<file path="src/rtl/prog_loader_pkg.sv">
// prog_loader_pkg: shared constants and state encoding for the boot-time
// program loader. Imported by the RTL and the bench so both decode the
// frame-start byte and states identically.
package prog_loader_pkg;

  localparam int unsigned ADDR_W = 8;   // program-memory address width
  localparam int unsigned DATA_W = 8;   // stream byte / memory word width
  localparam int unsigned CNT_W  = 9;   // remaining-byte counter (holds 256)

  localparam logic [DATA_W-1:0] SYNC = 8'hA5;

  typedef enum logic [2:0] {
    ST_IDLE = 3'd0,
    ST_LEN  = 3'd1,
    ST_LOAD = 3'd2,
    ST_CSUM = 3'd3,
    ST_RUN  = 3'd4,
    ST_ERR  = 3'd5
  } state_e;

endpackage

</file>
<file path="src/rtl/prog_loader.sv">
// prog_loader: accepts a framed byte stream (SYNC, LEN, payload, CSUM) over
// valid/ready, writes the payload into program memory from address 0x00 and
// holds the core in reset until a frame with a good checksum is loaded.
//
// Ports:
//   clk, rst        clock, asynchronous active-high reset
//   in_data/valid   stream byte and its valid
//   in_ready        loader can accept a byte (low only while the core runs)
//   reload          one-cycle request to return to IDLE
//   mem_addr/wdata  program-memory write port, strobed by mem_we
//   core_rst        reset to the core, low only after a good image
//   done            good image loaded, core running
//   err             last frame failed its checksum
module prog_loader
  import prog_loader_pkg::*;
(
  input  logic              clk,
  input  logic              rst,
  input  logic [DATA_W-1:0] in_data,
  input  logic              in_valid,
  output logic              in_ready,
  input  logic              reload,
  output logic [ADDR_W-1:0] mem_addr,
  output logic [DATA_W-1:0] mem_wdata,
  output logic              mem_we,
  output logic              core_rst,
  output logic              done,
  output logic              err
);

  state_e            state_q, state_d;
  logic [CNT_W-1:0]  rem_q, rem_d;
  logic [DATA_W-1:0] sum_q, sum_d;
  logic [ADDR_W-1:0] addr_q, addr_d;
  logic              mem_we_q, mem_we_d;
  logic [ADDR_W-1:0] mem_addr_q, mem_addr_d;
  logic [DATA_W-1:0] mem_wdata_q, mem_wdata_d;
  logic              in_ready_q, core_rst_q, done_q, err_q;

  logic              xfer_c;
  logic [DATA_W-1:0] csum_c;

  assign xfer_c = in_valid && in_ready_q;
  assign csum_c = sum_q + in_data;

  // Next-state and write-port logic; reload overrides any byte transfer.
  always_comb begin
    state_d     = state_q;
    rem_d       = rem_q;
    sum_d       = sum_q;
    addr_d      = addr_q;
    mem_we_d    = 1'b0;
    mem_addr_d  = mem_addr_q;
    mem_wdata_d = mem_wdata_q;

    if (reload) begin
      state_d = ST_IDLE;
    end else if (xfer_c) begin
      case (state_q)
        ST_IDLE, ST_ERR: begin
          if (in_data == SYNC) state_d = ST_LEN;
        end
        ST_LEN: begin
          // LEN = 0 encodes a full 256-byte image
          rem_d   = (in_data == '0) ? CNT_W'(256) : CNT_W'(in_data);
          sum_d   = '0;
          addr_d  = '0;
          state_d = ST_LOAD;
        end
        ST_LOAD: begin
          mem_we_d    = 1'b1;
          mem_addr_d  = addr_q;
          mem_wdata_d = in_data;
          addr_d      = addr_q + ADDR_W'(1);
          sum_d       = csum_c;
          rem_d       = rem_q - CNT_W'(1);
          if (rem_q == CNT_W'(1)) state_d = ST_CSUM;
        end
        ST_CSUM: begin
          state_d = (csum_c == '0) ? ST_RUN : ST_ERR;
        end
        default: ;
      endcase
    end
  end

  // State, counters and registered outputs (status decoded from next state
  // so it changes on the same edge as the state).
  always_ff @(posedge clk or posedge rst) begin
    if (rst) begin
      state_q     <= ST_IDLE;
      rem_q       <= '0;
      sum_q       <= '0;
      addr_q      <= '0;
      mem_we_q    <= 1'b0;
      mem_addr_q  <= '0;
      mem_wdata_q <= '0;
      in_ready_q  <= 1'b1;
      core_rst_q  <= 1'b1;
      done_q      <= 1'b0;
      err_q       <= 1'b0;
    end else begin
      state_q     <= state_d;
      rem_q       <= rem_d;
      sum_q       <= sum_d;
      addr_q      <= addr_d;
      mem_we_q    <= mem_we_d;
      mem_addr_q  <= mem_addr_d;
      mem_wdata_q <= mem_wdata_d;
      in_ready_q  <= (state_d != ST_RUN);
      core_rst_q  <= (state_d != ST_RUN);
      done_q      <= (state_d == ST_RUN);
      err_q       <= (state_d == ST_ERR);
    end
  end

  assign in_ready  = in_ready_q;
  assign core_rst  = core_rst_q;
  assign done      = done_q;
  assign err       = err_q;
  assign mem_we    = mem_we_q;
  assign mem_addr  = mem_addr_q;
  assign mem_wdata = mem_wdata_q;

endmodule
</file>
<file path="config.mk">
export PLATFORM = sky130hd
export DESIGN_NAME = prog_loader
export DESIGN_NICKNAME = d
export VERILOG_FILES = /design/src/rtl/prog_loader_pkg.sv /design/src/rtl/prog_loader.sv
export SDC_FILE = /design/constraint.sdc
export NUM_CORES = 1
export LEC_CHECK = 0
export ABC_AREA = 1
export BUFFER_PORTS_ARGS = -buffer_cell sky130_fd_sc_hd__buf_2
export CAP_MARGIN = 25
export CORE_MARGIN = 4
export CORE_UTILIZATION = 60
export CTS_CLUSTER_SIZE = 30
export DETAILED_ROUTE_END_ITERATION = 6
export GPL_TIMING_DRIVEN = 0
export PLACE_DENSITY = 0.84
export SYNTH_ARGS = -nofsm -noshare
export SYNTH_HDL_FRONTEND = slang
export SYNTH_SLANG_ARGS = --single-unit
</file>
<file path="constraint.sdc">
create_clock -name clk -period 4.3 [get_ports clk]
set_input_delay 0.215 -clock clk [delete_from_list [all_inputs] [get_ports clk]]
set_output_delay 0.215 -clock clk [all_outputs]
set_load 0.05 [all_outputs]
</file>
== Word level (Yosys, flattened, before mapping) ==
Index checks and enable logic that the tools add are counted.
Cells by class
  reduce and logical (&&, ||, !) cells: 8
  equality and inequality tests: 9
  add/sub/neg operators: 3
  bitwise logic cells: 1
  muxes and demuxes: 13
Operator list (number)
  8-bit one-hot mux with 2 select lines: 2
  9-bit one-hot mux with 2 select lines: 1
  8-bit logical NOT: 2
  3-bit two-way mux: 4
  3-bit one-hot mux with 4 select lines: 1
  3-bit == test, second input constant: 3
  9-bit by 1-bit == test with 1-bit output, second input constant: 1
  9-bit two-way mux: 1
  9-bit by 1-bit subtractor with 9-bit output, second input constant: 1
  8-bit by 1-bit adder with 8-bit output, second input constant: 1
  8-bit adder: 1
  8-bit == test, second input constant: 1
  3-bit by 2-bit == test with 1-bit output, second input constant: 2
  3-bit AND reduction: 2
  1-bit two-way mux: 4
  3-bit by 1-bit == test with 1-bit output, second input constant: 1
  3-bit logical NOT: 1
  3-bit inequality test, second input constant: 1
  2-bit nonzero test: 1
  2-bit OR reduction: 1
  1-bit logical AND: 1
  1-bit NOT: 1
Word-level totals
  input port bits: 12
  register bits: 48
  word-level logic and storage cells: 44
  output and inout bits: 21

== Logic depth before layout (Yosys ltp) ==
Gate-level depths: netlist (run 1).
  depth in word-level cells: 7
  mapped depth: 14
  depth with buffers taken out: 14

== Worst setup path after synthesis (run 1) ==
Ideal clock, no wire load.
  path type: flip-flop to flip-flop
  start point: register sum_q[0]
  end point: register err_q, in the netlist err
  arrival time: 1797 ps
  library setup time: 118 ps
  stages on the path, launching flop included: 12
  slack: 2385 ps
  data required time: 4182 ps
  cell sequence: dfrtp_1 ha_1 fa_1 or2_2 nor2_1 nand3_1 nor2_1 nand2_1 nand2_1 nand2_1 nand2_1 nor2_1
On the way
  word-level cells in the longest chain between the ends: 7
RTL lines
  start: declaration: line prog_loader.sv:33  | logic [DATA_W-1:0] sum_q, sum_d;
  start signal: assignment: line prog_loader.sv:105  | sum_q <= sum_d;
  8-bit adder: line prog_loader.sv:44  | assign csum_c = sum_q + in_data;
  8-bit logical NOT: line prog_loader.sv:80  | state_d = (csum_c == '0) ? ST_RUN : ST_ERR;
  1-bit two-way mux: line prog_loader.sv:80
  3-bit one-hot mux with 4 select lines: line prog_loader.sv:59  | case (state_q)
  3-bit two-way mux: line prog_loader.sv:58  | end else if (xfer_c) begin
  3-bit two-way mux: line prog_loader.sv:56  | if (reload) begin
  3-bit == test: line prog_loader.sv:113  | err_q <= (state_d == ST_ERR);
  end signal: assignment: line prog_loader.sv:113
  end: declaration: line prog_loader.sv:38  | logic in_ready_q, core_rst_q, done_q, err_q;
Every way passes these cells.
A chain may end at the register's enable or synchronous reset.

== Worst setup path after layout (run 1) ==
Same ends and word-level chain as after synthesis.

==> impl_metrics.csv, run 1 <==
group,metric,value,unit
hold_path,worstHoldPathCells,2,
global_route,grt_max_degree,26,
critical_path,path_depth,11,
critical_path,reg2reg_depth,11,
critical_path,critPathSlowestCell,"fa_1",
place,dpl.cell_count,416,
yosys,synth_cells,333,
yosys,synth_top_family_by_area,"simple AND/OR/NAND/NOR gates",
yosys,synth-adder-area-share,5.51,%
detailed_routing,via_per_inst,5.37,
yosys,synthSimpleGateAreaFrac,26.1,%
cts,cts_tree,"built",
cts,htreeDepth,2,
sta,rsz0062_at_grt,"no",
sta,skew,0.00426,ns
sta,setup_viol,0,
yosys,synthDistinctLibCells,35,
final_layout,postLayoutCellArea,2990,um2
critical_path,cp_top_family,"simple AND/OR/NAND/NOR gates",
place,hpwl,4.37,mm
global_route,antenna_found_initial,0,
global_route,grt_pass1_wl,9.72,mm
sta,setup_tns,0,ns
detailed_routing,routed_wl,5.78,mm
global_route,grt.total_usage,23.2,%
sta,slew_headroom,63.3,%
detailed_routing,wire_per_inst,13.6,um
critical_path,crit_chain,"ha_1 > fa_1 > or2_2 > nor2_1 > nand3_1 > nor2_1 > nand2_1 > nand2_1 > nand2_1 > nand2_1 > nor2_1",
critical_path,cp_max_fo,3,
cts,cts.path.max_buffers,2,
cts,cts_buffers,5,
final_layout,syn2layout_area_growth,13.4,%
critical_path,critPathBufInv,0,
cts,clk_pin_slew,0.09,ns
place,placed_area,2890,um2
critical_path,start_kind,"flip-flop",
final_layout,n_antenna_cell,0,
floorplanning,top_level_ports,33,
pwr,power.leakage,1.60,nW
critical_path,worstPathRequired,4.50,ns
floorplanning,die_w,74.3,um
detailed_routing,num_vias,2282,
final_layout,stdcell_count,425,
yosys,muxShareOfSynthArea,0,%
global_route,grt_pass1_vias,2143,
sta,hold_slack,0.149,ns
hold_path,min_path_type,"input port to flip-flop",
cts,cts_root_buffer,"clkbuf_8",
detailed_routing,ant_nets,0,
floorplanning,die-area,5520,um2
job,drv_cap,0,
sta,post-route-min-period,2.09,ns
cts,insertion_delay,0.30,ns
final_layout,drive_gt1_share,17.1,%
floorplanning,initial_core_util,64.0,%
critical_path,worstPathArrival,2.29,ns
sta,timing.final.crit_share,48.7,%
yosys,synth-xor-area-share,0.997,%
critical_path,cpMostUsedCell,"nand2_1",
yosys,ys_warn_count,0,
final_layout,nets,397,
yosys,ys_seq_elements,48,
detailed_routing,remaining_drc_errors,0,
sta,tightest_slew,0.550,ns
detailed_routing,firstDrtPassIters,5,
sta,hold_violations,0,
critical_path,endpoint_kind,"flip-flop",
pwr,vdd_drop_max,0.230,mV
status,status,"completed",
sta,slew_violations,0,
floorplanning,die_h,74.3,um
yosys,syn_nets,356,
yosys,synth_area,2640,um2
place,place_congestion,0.905,
cts,clock-sinks,48,
yosys,syn_avg_cell_area,7.91,um2
critical_path,cpPeakStageDelay,0.45,ns
sta,fmax,478,MHz
global_route,gr-total-overflow,0,
floorplanning,core,4120,um2
place,numPortBuffers,32,
yosys,synth-compound-area-share,13.5,%
detailed_routing,drt_iter0_markers,140,
pwr,powerDensity,544,nW/um2
cts,cts_setup_buffers,0,
critical_path,crit_type,"flip-flop to flip-flop",
yosys,ys_seq_area_share,45.6,%
floorplanning,rows,23,
layout make-up:
class                   count  area, um2
multi-input cells         229       1220
flip-flops and latches     48       1200
fillers                   357       1130
repair buffers             34        198
inverters                  49        184
clock buffers               7       86.3
well taps                  50       62.6
plain buffers               7       32.5
clock inverters             1       7.51
worst reg2reg max path: cells and delay by family, from the launching register on:
family | cells | cell delay [ns]
DFF | 1 | 0.39
adders and majority gates | 2 | 0.68
and+or+nand+nor | 9 | 0.93
synth_stat cells (all sizes together):
master / n / area [um2]
nor3: 6 / 35.0
nor4: 1 / 6.26
nand2: 89 / 367
buf: 3 / 17.5
o21ai: 39 / 195
a21oi: 18 / 97.6
nand4: 2 / 12.5
nor2: 24 / 121
nand3: 24 / 120
o211ai: 1 / 7.51
o22ai: 1 / 6.26
o21a: 1 / 7.51
dfrtp: 47 / 1180
nor3b: 1 / 7.51
and3: 1 / 6.26
a211oi: 1 / 7.51
xor2: 2 / 17.5
xnor2: 1 / 8.76
fa: 1 / 20.0
clkbuf: 4 / 15.0
a22o: 4 / 35.0
dfstp: 1 / 26.3
inv: 49 / 184
ha: 10 / 125
or2: 2 / 12.5
timing repair:
item,CTS,global route
hold buffers,1,0
hold endpoints to repair,24,0
endpoints found under the setup margin,0,0
gates resized for setup,0,0
metrics by stage:
stage / setup slack, ns / util (%) / power (mW)
floorplan: 2.38 / - / 1.20
CTS: 2.20 / 72.6 / 1.63
global placement: 2.22 / 69.4 / 1.33
finish: 2.21 / 72.6 / 1.63
global route: 2.03 / 72.6 / 1.75
detailed placement: 2.21 / 70.1 / 1.35
layer usage:
metal / part of all wire, % / track usage (%)
met5: 0 / 0
met4: 1.4 / 6.72
met3: 5.0 / 3.65
met2: 48 / 40.7
met1: 45 / 29.8
logic make-up after synthesis:
| family | after synthesis |
|---|---|
| adder cells (fa/ha/maj) | 11 |
| AND/OR/NAND/NOR | 150 |
| buffers and inverters | 56 |
| XOR/XNOR | 3 |
| flip-flops | 48 |
| AO/OA/AOI/OAI | 65 |
state kept, by name, summed over array words and instances (netlist names):
| register | count |
|---|---|
| rem_q | 9 |
| state_q | 3 |
| mem_wdata | 8 |
| done | 1 |
| core_rst | 1 |
| addr_q | 8 |
| sum_q | 8 |
| err | 1 |
| mem_we | 1 |
| mem_addr | 8 |
power breakdown:
| part | total (mW) | switching, mW | internal (mW) |
|---|---|---|---|
| logic | 0.675 | 0.472 | 0.203 |
| registers | 0.674 | 0.0844 | 0.590 |
| clock network | 0.277 | 0.147 | 0.131 |
final timing paths:
check,from,endpoint,slack (ns)
setup / recovery,sum_q[0],err,2.21
hold / removal,reload,state_q[1],0.15
setup reg to reg,sum_q[0],err,2.21
hold reg to reg,mem_addr[0],mem_addr[0],0.48
max in group asynchronous,rst,core_rst,3.21
min in group asynchronous,rst,sum_q[0],0.51
cells in the final DEF (no fill, tap or decap), types with 2 or more instances in the layout:
cell / instances
nand2_1: 82
dfrtp_1: 47
inv_1: 43
o21ai_0: 35
buf_2: 34
nand3_1: 24
nor2_1: 21
a21oi_1: 16
ha_1: 10
inv_2: 6
clkbuf_8: 6
clkbuf_1: 5
nor3_1: 5
nand2_2: 4
o21ai_1: 4
a22o_1: 4
nand2_4: 3
nor2_4: 2
xor2_1: 2
nand4_1: 2
a21oi_2: 2
No activity file was read; power rests on OpenSTA's default activity.
==> inputs of run 2 (changes only) <==
--- a/config.mk
+++ b/config.mk
@@ -5,15 +5,15 @@
 export SDC_FILE = /design/constraint.sdc
 export NUM_CORES = 1
 export LEC_CHECK = 0
-export ABC_AREA = 1
+export ABC_AREA = 0
 export BUFFER_PORTS_ARGS = -buffer_cell sky130_fd_sc_hd__buf_2
 export CAP_MARGIN = 25
 export CORE_MARGIN = 4
-export CORE_UTILIZATION = 60
+export CORE_UTILIZATION = 57
 export CTS_CLUSTER_SIZE = 30
 export DETAILED_ROUTE_END_ITERATION = 6
 export GPL_TIMING_DRIVEN = 0
-export PLACE_DENSITY = 0.84
+export PLACE_DENSITY = 0.81
 export SYNTH_ARGS = -nofsm -noshare
 export SYNTH_HDL_FRONTEND = slang
 export SYNTH_SLANG_ARGS = --single-unit
==> constraint.sdc (replaced) <==
create_clock -name clk -period 2.1 [get_ports clk]
set_input_delay 0.105 -clock clk [delete_from_list [all_inputs] [get_ports clk]]
set_output_delay 0.105 -clock clk [all_outputs]
set_load 0.05 [all_outputs]
==> run 2 against run 1 <==
Against the previous run:
- the run now ends with setup timing left
- synthesized area decreased by 2.3%
- non-clock buffer count increased by 18
- worst setup slack got worse by 2.3 ns
- via count decreased by 1.9%
- combinational power increased by 27%
- hold slack got worse by 0.048 ns
- critical path depth decreased by 4
- die area increased by 2.5%
- largest power group is now sequential cells
==> impl_metrics.csv, run 2 <==
group,metric,value,unit
global_route,antenna_found_initial,0,
final_layout,seq_area,1200,um2
floorplanning,initial_core_util,59.1,%
final_layout,n_fill_cell,270,
cts,insertion_delay,0.30,ns
critical_path,r2r-end,"done",
cts,cts.path.max_buffers,2,
floorplanning,die_h,75.2,um
sta,slew_headroom,50.0,%
floorplanning,die-area,5650,um2
cts,htreeDepth,2,
yosys,yosys-top-cells-area,"dfrtp_1 (46%), mux2_2 (7.4%), ha_1 (4.9%)",
pwr,pwr-share-comb,31.9,%
cts,cts_tree,"built",
place,hpwl,4.05,mm
global_route,grt_max_degree,36,
floorplanning,core,4350,um2
yosys,ys_warn_count,0,
critical_path,regToRegStartpoint,"sum_q[2]",
detailed_routing,drt_iter0_markers,204,
final_layout,multiInputGateArea,1410,um2
yosys,synth_most_common_cell,"dfrtp_1",
final_layout,final_util,73.4,%
cts,cts_buffers,5,
pwr,powerDensity,837,nW/um2
place,place_congestion,0.884,
floorplanning,die_w,75.2,um
critical_path,cp_max_fo,4,
detailed_routing,routed_wl,6.53,mm
critical_path,worstPathArrival,2.46,ns
pwr,vdd_drop_max,0.580,mV
job,drv_cap,0,
yosys,synth_ff_type,"dfrtp_1",
global_route,grt_pass1_vias,2043,
detailed_routing,via_per_inst,6.27,
place,numPortBuffers,31,
sta,worst_slack,-0.106,ns
critical_path,critPathSlowestCell,"or3_1",
sta,skew,0.00632,ns
critical_path,crit_chain,"ha_1 > o21ai_1 > nor3_1 > or3_1 > a2111oi_2 > buf_4 > a31o_2",
hold_path,worstHoldPathCells,3,
global_route,grt-busiest-layer,"met2",
yosys,synth-edff-count,0,
global_route,grt.total_usage,23.2,%
status,violations,"setup timing",
sta,timing.final.crit_share,105,%
yosys,synth_cells,248,
pwr,p_sw,952,uW
critical_path,cpPeakStageDelay,0.43,ns
global_route,met2_usage,35.6,%
global_route,grt_pass1_wl,9.79,mm
critical_path,worstPathRequired,2.35,ns
critical_path,reg2reg_depth,7,
hold_path,min_to,"state_q[2]",
yosys,yosysTopAreaCell,"dfrtp_1",
floorplanning,rows,24,
sta,setup_tns,-0.499,ns
final_layout,nets,327,
pwr,power.leakage,1.51,nW
sta,fmax,453,MHz
pwr,seqPwrFrac,42.9,%
final_layout,regMostFlops,"rem_q",
yosys,synth_top_area_share,45.7,%
yosys,synthTopCellsByCount,"dfrtp_1 (47), nor2_1 (23), o21ai_0 (19)",
sta,rsz0062_at_grt,"yes",
cts,clk_pin_slew,0.09,ns
global_route,gr-total-overflow,0,
detailed_routing,firstDrtPassIters,4,
hold_path,worstHoldStart,"in_valid",
cts,cts_root_buffer,"clkbuf_8",
final_layout,n_antenna_cell,0,
critical_path,reg2reg_slack,-0.11,ns
cts,clock-sinks,48,
final_layout,drive_gt1_share,34.4,%
global_route,use_met3,4.67,%
hold_path,min_path_type,"input port to flip-flop",
sta,post-route-min-period,2.21,ns
yosys,synth_area,2570,um2
sta,setup_viol,13,
sta,slew_violations,0,
final_layout,layout_commonest_cell,"dfrtp_1",
pwr,p_sw_share,35.6,%
yosys,ys_seq_area_share,46.7,%
pwr,pwr-share-clk,25.2,%
detailed_routing,ant_nets,0,
final_layout,largest_reg_flops,9,
critical_path,crit_type,"flip-flop to flip-flop",
detailed_routing,remaining_drc_errors,0,
critical_path,start_kind,"flip-flop",
detailed_routing,num_vias,2239,
status,status,"finished with violations",
yosys,syn_avg_cell_area,10.4,um2
yosys,ys_async_sr_fraction,100,%
critical_path,endpoint_kind,"flip-flop",
detailed_routing,wire_per_inst,18.3,um
yosys,synthDistinctLibCells,52,
sta,hold_violations,0,
pwr,p_int,1.72,mW
floorplanning,top_level_ports,33,
final_layout,syn2layout_area_growth,24.3,%
yosys,syn_nets,271,
global_route,grtUsageMet1,32.2,%
yosys,ys_seq_elements,48,
final_layout,layout_common_cells,"dfrtp_1 (47), buf_2 (32), nor2_1 (22), buf_4 (17), mux2_2 (17)",
sta,tightest_slew,0.748,ns
[run 2: changes by cell type in the layout (fill, tap and decap cells not counted), sizes merged, moves of 3 or more]
cell,before,now
mux2,0,17
a21oi,18,12
o31ai,0,3
nand2,89,11
nand4,2,7
o21ai,39,25
clkbuf,11,8
inv,49,6
or4,0,4
buf,36,55
nor3b,1,7
xor2,2,8
nand3,24,4
[run 2: metal layers]
layer	up-vias	share of wire [%]
li1	1035	-
met1	1105	43
met2	81	49
met3	18	5.7
met4	0	2.5
met5	-	0
[run 2: worst max path at each step]
| stage | start | to | slack (ns) | cells past startpoint |
|---|---|---|---|---|
| after floorplan | sum_q[0] | done | -0.05 | 7 |
| after global placement | sum_q[0] | done | -0.21 | 7 |
| after detailed placement | sum_q[0] | done | -0.25 | 7 |
| after CTS | sum_q[0] | err | -0.13 | 8 |
| after global routing | sum_q[5] | done | -0.17 | 7 |
| final | sum_q[2] | done | -0.11 | 7 |
[run 2: metrics by stage]
stage	worst slack (ns)	hold slack (ns)	total power, mW	cell area (um2)	cells
5_1_grt	-0.172	0.127	2.81	3200	357
2_1_floorplan	-0.0531	0.257	1.70	2590	248
4_1_cts	-0.131	0.0988	2.61	3070	350
3_3_place_gp	-0.206	0.409	1.85	2810	331
6_report	-0.106	0.101	2.68	3200	357
3_5_place_dp	-0.250	0.0806	1.88	2830	332
[run 2: kinds of logic (layout without fill, tap and decap cells)]
logic type,count (synthesis),after routing,share of synthesized area (%)
adders and majority gates,11,11,5.64
AOI/OAI and AO/OA,66,66,16.8
DFF,48,48,46.7
buffers and inverters,16,73,2.92
and+or+nand+nor,81,81,17.5
xor gates and xnor gates,9,9,3.06
muxes,17,17,7.44
[run 2: worst max-delay path: cells and delay by family, from the launching register on]
family | cells | cell delay, ns
AOI/OAI and AO/OA | 3 | 0.69
and+or+nand+nor | 2 | 0.54
adders and majority gates | 1 | 0.34
DFF | 1 | 0.39
buffers and inverters | 1 | 0.18
[run 2: power groups by stage]
| stage | clock network [mW] | registers, mW | logic (mW) |
|---|---|---|---|
| after floorplan | 0 | 1.28 | 0.424 |
| after global routing | 0.725 | 1.16 | 0.927 |
| after detailed placement | 0 | 1.16 | 0.719 |
| after CTS | 0.682 | 1.15 | 0.783 |
| after global placement | 0 | 1.15 | 0.700 |
| final | 0.674 | 1.15 | 0.854 |
[run 2: cell type report]
cell class,instances,area share [%]
buffer,10,2.39
inverter,6,0.704
multi-input combinational,184,44.1
sequential,48,37.6
tap,52,2.03
clock buffer,5,2.15
clock inverter,3,1.33
timing repair buffer,49,9.70
[run 2: timing repair]
item | 4_1_cts | 5_1_grt
cloned | 0 | 0
hold buffers | 1 | 0
gates resized for setup | 11 | 30
buffers inserted | 9 | 6
endpoints found under the hold margin | 12 | 0
pin swaps | 9 | 9
setup endpoints to repair | 26 | 37
